## src/rtl/byte_logic_sequencer_pkg.sv

```systemverilog
// Shared types and constants for the byte logic sequencer.
// Opcode encodings, FSM state enum and default widths.
package byte_logic_sequencer_pkg;

  localparam int DEF_WIDTH = 8;
  localparam int DEF_CNT_W = 8;

  localparam logic [2:0] OP_OR   = 3'd0;
  localparam logic [2:0] OP_NOR  = 3'd1;
  localparam logic [2:0] OP_AND  = 3'd2;
  localparam logic [2:0] OP_NAND = 3'd3;
  localparam logic [2:0] OP_XOR  = 3'd4;
  localparam logic [2:0] OP_XNOR = 3'd5;

  typedef enum logic [1:0] {
    S_OP  = 2'd0,
    S_A   = 2'd1,
    S_B   = 2'd2,
    S_OUT = 2'd3
  } state_e;

  function automatic logic op_legal(input logic [2:0] op);
    return op <= OP_XNOR;
  endfunction

endpackage

```

## src/rtl/byte_logic_sequencer_unit.sv

```systemverilog
// Combinational byte logic unit: f(op, a, b) from per-bit gates.
// Inverted variants reuse the plain OR/AND/XOR byte paths.
module byte_logic_unit
  import byte_logic_sequencer_pkg::*;
#(
  parameter int WIDTH = DEF_WIDTH
) (
  input  logic [2:0]       op,
  input  logic [WIDTH-1:0] a,
  input  logic [WIDTH-1:0] b,
  output logic [WIDTH-1:0] y
);

  logic [WIDTH-1:0] or_y;
  logic [WIDTH-1:0] and_y;
  logic [WIDTH-1:0] xor_y;

  for (genvar i = 0; i < WIDTH; i++) begin : g_bit
    assign or_y[i]  = a[i] | b[i];
    assign and_y[i] = a[i] & b[i];
    assign xor_y[i] = a[i] ^ b[i];
  end

  always_comb begin
    y = '0;
    unique case (op)
      OP_OR:   y = or_y;
      OP_NOR:  y = ~or_y;
      OP_AND:  y = and_y;
      OP_NAND: y = ~and_y;
      OP_XOR:  y = xor_y;
      OP_XNOR: y = ~xor_y;
      default: y = '0;
    endcase
  end

endmodule

```

## src/rtl/byte_logic_sequencer.sv

```systemverilog
// Frame sequencer: collects opcode/A/B bytes, registers the logic
// result and hands it downstream with op counter and sticky err.
module byte_logic_sequencer
  import byte_logic_sequencer_pkg::*;
#(
  parameter int WIDTH = DEF_WIDTH,
  parameter int CNT_W = DEF_CNT_W
) (
  input  logic             clk,
  input  logic             rst,
  input  logic             in_valid,
  output logic             in_ready,
  input  logic [WIDTH-1:0] in_data,
  output logic             out_valid,
  input  logic             out_ready,
  output logic [WIDTH-1:0] out_data,
  output logic [2:0]       out_op,
  input  logic             clr_err,
  output logic             err,
  output logic [CNT_W-1:0] op_count
);

  state_e           state_q, state_d;
  logic [2:0]       opcode_q, opcode_d;
  logic [WIDTH-1:0] a_q, a_d;
  logic [WIDTH-1:0] out_data_q, out_data_d;
  logic [2:0]       out_op_q, out_op_d;
  logic             err_q, err_d;
  logic [CNT_W-1:0] cnt_q, cnt_d;

  logic             in_fire;
  logic             out_fire;
  logic [WIDTH-1:0] lu_y;

  byte_logic_unit #(
    .WIDTH(WIDTH)
  ) u_lu (
    .op(opcode_q),
    .a (a_q),
    .b (in_data),
    .y (lu_y)
  );

  assign in_ready  = (state_q != S_OUT);
  assign out_valid = (state_q == S_OUT);
  assign in_fire   = in_valid & in_ready;
  assign out_fire  = out_valid & out_ready;

  always_comb begin
    state_d    = state_q;
    opcode_d   = opcode_q;
    a_d        = a_q;
    out_data_d = out_data_q;
    out_op_d   = out_op_q;
    err_d      = err_q;
    cnt_d      = cnt_q;
    if (clr_err) err_d = 1'b0;
    unique case (state_q)
      S_OP: if (in_fire) begin
        opcode_d = in_data[2:0];
        state_d  = S_A;
      end
      S_A: if (in_fire) begin
        a_d     = in_data;
        state_d = S_B;
      end
      S_B: if (in_fire) begin
        out_data_d = lu_y;
        out_op_d   = opcode_q;
        // set beats a coincident clear
        if (!op_legal(opcode_q)) err_d = 1'b1;
        state_d    = S_OUT;
      end
      S_OUT: if (out_fire) begin
        cnt_d   = cnt_q + CNT_W'(1);
        state_d = S_OP;
      end
      default: state_d = S_OP;
    endcase
  end

  always_ff @(posedge clk) begin
    if (rst) begin
      state_q    <= S_OP;
      opcode_q   <= '0;
      a_q        <= '0;
      out_data_q <= '0;
      out_op_q   <= '0;
      err_q      <= 1'b0;
      cnt_q      <= '0;
    end else begin
      state_q    <= state_d;
      opcode_q   <= opcode_d;
      a_q        <= a_d;
      out_data_q <= out_data_d;
      out_op_q   <= out_op_d;
      err_q      <= err_d;
      cnt_q      <= cnt_d;
    end
  end

  assign out_data = out_data_q;
  assign out_op   = out_op_q;
  assign err      = err_q;
  assign op_count = cnt_q;

endmodule
```

## config.mk

```make
export PLATFORM = sky130hd
export DESIGN_NAME = byte_logic_sequencer
export DESIGN_NICKNAME = d
export VERILOG_FILES = /design/src/rtl/byte_logic_sequencer_pkg.sv /design/src/rtl/byte_logic_sequencer_unit.sv /design/src/rtl/byte_logic_sequencer.sv
export SDC_FILE = /design/constraint.sdc
export NUM_CORES = 1
export LEC_CHECK = 0
export CAP_MARGIN = 20
export CORE_MARGIN = 5
export CORE_UTILIZATION = 57
export DETAILED_ROUTE_END_ITERATION = 6
export PLACE_DENSITY_LB_ADDON = 0.12
export SYNTH_ARGS = -nofsm -noshare
export SYNTH_HDL_FRONTEND = slang
export SYNTH_SLANG_ARGS = --single-unit
```

## constraint.sdc

```tcl
create_clock -name clk -period 4 [get_ports clk]
set_input_delay 0.8 -clock clk [delete_from_list [all_inputs] [get_ports clk]]
set_output_delay 0.8 -clock clk [all_outputs]
set_load 0.02 [all_outputs]
```

# --- After elaboration in Yosys (flattened, before gate mapping) ---
# Index checks and enable logic that the tools add are counted.
op_classes:
  addsub: 1
  n_mul: 0
  div: 0
  n_lt_le_gt_ge: 1
  eq_ne: 13
  shifts: 0
  n_mux: 10
  n_bitwise: 29
  reduce_logical: 7
ops:
  columns: ["cell", "count"]
  rows:
  - ["case mux 8 bit (6 select lines)", 1]
  - ["inverter 8 bit", 3]
  - ["bitwise AND 1 bit", 10]
  - ["adder 8 x 1 -> 8 bit, second input constant", 1]
  - ["2-to-1 mux 2 bit", 4]
  - ["!= test 2 bit, second input constant", 4]
  - ["bitwise OR 1 bit", 8]
  - ["case mux 2 bit (4 select lines)", 1]
  - ["AND reduction 2 bit", 4]
  - ["XOR 1 bit", 8]
  - ["equality test 3 x 2 -> 1 bit, second input constant", 2]
  - ["equality test 3 bit, second input constant", 2]
  - ["equality test 2 bit, second input constant", 2]
  - ["2-to-1 mux 1 bit", 4]
  - ["AND reduction 4 bit", 1]
  - ["equality test 3 x 1 -> 1 bit, second input constant", 1]
  - ["less-or-equal comparator 3 bit, second input constant", 1]
  - ["zero test 3 bit", 1]
  - ["equality test 2 x 1 -> 1 bit, second input constant", 1]
  - ["zero test 2 bit", 1]
  - ["!= test 2 x 1 -> 1 bit, second input constant", 1]
totals:
  ff_bits: 33
  latch_bits: 0
  ramBits: 0
  rom_bits: 0
  input_bits: 13
  elab_cells: 68
  mem_count: 0

# --- Depth between registers and ports, before layout ---
depth:
  word_depth: 4
  ltp_mapped: 6
  depth_no_buf: 5

# --- By module ---
# From an unflattened synthesis, not the netlist that was laid out.
unflattened:
  hier_cells: 223
  area_unflattened_um2: 2068.2
by_module_without_submodules:
  columns: ["mod", "n_inst", "cells_each", "area_per_inst_um2", "seq_area_each_um2"]
  rows:
  - ["byte_logic_sequencer", 1, 142, 1396.3, 660.6]
  - ["byte_logic_unit", 1, 81, 671.9, 0.0]

# --- Worst setup path after synthesis ---
# Ideal clock, no wire load.
synth_path:
  kind: "input-to-reg"
  startpoint: "input in_data[0]"
  endpoint: "register out_data_q[0], in the netlist out_data[0]"
  arrival_time_ns: 1.652
  t_required_ns: 3.909
  setup_slack_ns: 2.257
  path_stages: 4
  path_buffers: 0
  cell_sequence: "ha_1 and2_1 or3b_1 a311oi_1"
synth_via:
  elab_chain_cells: 3
  word_cells_on_any_way: 7
  classes_between: "1 x mux; 6 x bitwise"
synth_rtl:
  columns: ["element", "line_no", "source"]
  rows:
  - ["from (decl)", "byte_logic_sequencer.sv:13", "input logic [WIDTH-1:0] in_data,"]
  - ["XOR 1 bit (tied with other cells)", "byte_logic_sequencer_unit.sv:21", "assign xor_y[i] = a[i] ^ b[i];"]
  - ["inverter 8 bit, on equally long branches", "byte_logic_sequencer_unit.sv:32, byte_logic_sequencer_unit.sv:28, byte_logic_sequencer_unit.sv:30", null]
  - ["case mux 8 bit (6 select lines) (*)", "byte_logic_sequencer_unit.sv:26", "unique case (op)"]
  - ["to (signal assigned)", "byte_logic_sequencer.sv:95", "out_data_q <= out_data_d;"]
  - ["to (decl)", "byte_logic_sequencer.sv:26", "logic [WIDTH-1:0] out_data_q, out_data_d;"]
# Mark *: on every way between the ends. The rest lies on a longest branch, timed or not.
# A chain may end at the register's enable or synchronous reset.

# --- Worst setup path after layout ---
layout_path:
  startpoint: "register state_q[0]"
  endpoint: "output out_valid"
layout_via:
  elab_chain_cells: 1
layout_rtl:
  columns: ["element", "line_no", "source"]
  rows:
  - ["from (decl)", "byte_logic_sequencer.sv:23", "state_e state_q, state_d;"]
  - ["from (signal assigned)", "byte_logic_sequencer.sv:92", "state_q <= state_d;"]
  - ["equality test 2 bit", "byte_logic_sequencer.sv:45", "assign out_valid = (state_q == S_OUT);"]
  - ["to (decl)", "byte_logic_sequencer.sv:14", "output logic out_valid,"]
# No other way between the ends.

==> reports/qor.yml <==
status: "complete, no violations"
netlist_area_sq_mm: 0.00204
grt_max_degree: 22
clock_sinks: 33
end_kind: "output port"
relSlewSlack: 0.313
wl_mm: 3.84
avgSynthCellArea_sq_um: 9.00
power_density_mw_per_mm2: 400
swShare: 0.326
setup_viol: 0
dr.first_iter.drc_count: 53
worst_pin_slew_ns: 1.03
p_seq_frac: 0.417
die_w_microns: 69.9
vias_per_cell: 5.23
synth_cell_types: 33
hold_class: "reg -> reg"
yosys-top-cells-area: "dfxtp_1, ha_1, mux2i_1, nor2_1, inv_1"
grt_overflow: 0
period_minus_slack_ns: 2.55
antenna_cells: 0
final_max_slew_viol_count: 0
ys_ff_latch: 33
worstPathRequired_ns: 3.20
regArea_sq_um: 661
hold-worst-slack_ns: 0.491
cts_resized: 0
p_leak_nw: 1.10
finalHoldViolations: 0
cts_setup_buffers: 0
yosysWarnings: 0
worst_clock_skew_ns: 0.00492
reg2reg_slack_ns: 1.83
grt_pass1_vias: 1448
tritoncts: "done"
core_area_sq_mm: 0.00342
holdBufCountCts: 0
worstSetupPathType: "reg -> out"
tns_ns: 0
drv_cap: 0
pin_count: 35
p_int_w: 0.000660
wl_per_cell_microns: 12.6
rsz0062_at_grt: "no"
clockRootBuffer: "clkbuf_4"
synth-edff-count: 0
vias: 1596
worstHoldPathCells: 2
initial_core_util: 0.598
multi_input_area_sq_mm: 0.00121
antenna_left: 0
io_buffers: 34
clk_pin_slew_ns: 0.10
arrival_ns: 1.75
area_growth_pct: 20.0
fmax_mhz: 392
die_area_sq_mm: 0.00488
ys_seq_area_frac: 0.323
yosysMostFrequentCell: "dfxtp_1"
drive_above_1_share: 0.0347
rows: 21
nFillCells: 296
clockBufferDepth: 2
synth_top_cell_by_area: "dfxtp_1"
async_flop_share: 0
dr.pass1.iters: 4
insertion_delay_ns: 0.34
worst_setup_path_start_kind: "flip-flop"
grt_pass1_wl_mm: 6.42
netlist_instances: 227
gp_congestion: 0.774
ys.flop_type: "dfxtp_1"
grt.total_usage: 0.163
h-tree-depth: 2
r2r-start: "state_q[0]"
yosysTopAreaCellShare: 0.323
dp_hpwl_mm: 2.82
period_share: 0.637
nets: 293
path_max_fanout: 11
r2r-end: "out_data[1]"
ir_drop_v: 0.000277
antenna_found_initial: 0
drcViolationCount: 0
syn_nets: 262
power.share.clock: 0.267
min_to: "op_count[7]"
cts_buffers: 5
switchingPower_w: 0.000320
combPwrFrac: 0.315
hp-start: "op_count[7]"
dieHeight_microns: 69.9
synth_common_cells: "dfxtp_1, nor2_1, inv_1, mux2i_1, ha_1"
reg2regPathDepth: 4
-- power by group through the flow --
stage | clock [W] | combinational (W) | sequential, W
after floorplan | 0 | 0.000255 | 0.000403
after global placement | 0 | 0.000303 | 0.000414
after detailed placement | 0 | 0.000312 | 0.000416
after CTS | 0.000271 | 0.000312 | 0.000408
after global routing | 0.000291 | 0.000348 | 0.000416
final | 0.000262 | 0.000309 | 0.000409
-- critical path: stages, from the launching register on --
cell and delay (ns):
dfxtp_1 0.39, ha_1 0.35, clkdlybuf4s50_1 0.67
-- logic make-up after synthesis --
group,share of synthesized area
flip-flops,0.323
adder cells (fa/ha/maj),0.135
XOR/XNOR,0.0429
AND/OR/NAND/NOR,0.175
AO/OA/AOI/OAI,0.129
multiplexers,0.113
buffers and inverters,0.0827
-- cell usage in the layout (no fill, tap or decap), types with 2 or more instances in the layout --
cell             count
xor2_1               9
or3_1                5
a22oi_1              8
o21ai_0             12
dfxtp_1             33
nand2_1              6
a21oi_1              7
ha_1                22
nand3b_1             3
clkdlybuf4s50_1     34
mux2i_1             23
inv_1               23
or3b_1               8
clkbuf_4             5
nand4_1              2
a311oi_1             8
nor2_1              26
nand3_1              3
and2_1               8
-- layer usage --
layer | part of all wire | track usage | wire (microns)
met5 | 0 | 0 | 0
met4 | 0.015 | 0.0638 | 56
met3 | 0.045 | 0.0531 | 174
met2 | 0.47 | 0.276 | 1820
met1 | 0.47 | 0.188 | 1790
-- stage by stage --
stage	std cells	instance area, sq um	total power, W	setup slack, ns	utilization
6_report	305	2450	0.000980	1.45	0.718
5_1_grt	305	2450	0.00106	1.36	0.718
4_1_cts	305	2450	0.000991	1.43	0.718
3_5_place_dp	297	2370	0.000728	1.22	0.693
3_3_place_gp	297	2370	0.000717	1.29	0.693
2_1_floorplan	227	2040	0.000658	2.26	-
-- worst max path at each step --
stage	startpoint	to	slack [ns]
3_5_place_dp	in_valid	out_data[1]	1.22
4_1_cts	state_q[1]	out_valid	1.43
2_1_floorplan	in_data[0]	out_data[0]	2.26
6_report	state_q[0]	out_valid	1.45
5_1_grt	state_q[0]	out_valid	1.36
3_3_place_gp	in_valid	out_data[2]	1.29
-- flip-flops by register name, indices dropped and copies added, names as in the netlist --
name,cells
state_q,2
err,1
out_op,3
out_data,8
op_count,8
opcode_q,3
a_q,8
-- final cells by class --
class	count	share of cell area
flip-flops and latches	33	0.270
well taps	46	0.0235
inverters	23	0.0352
multi-input cells	160	0.495
clock buffers	7	0.0225
clock inverters	1	0.0123
repair buffers	35	0.142
Note: power is estimated with default switching activity, not from simulation.
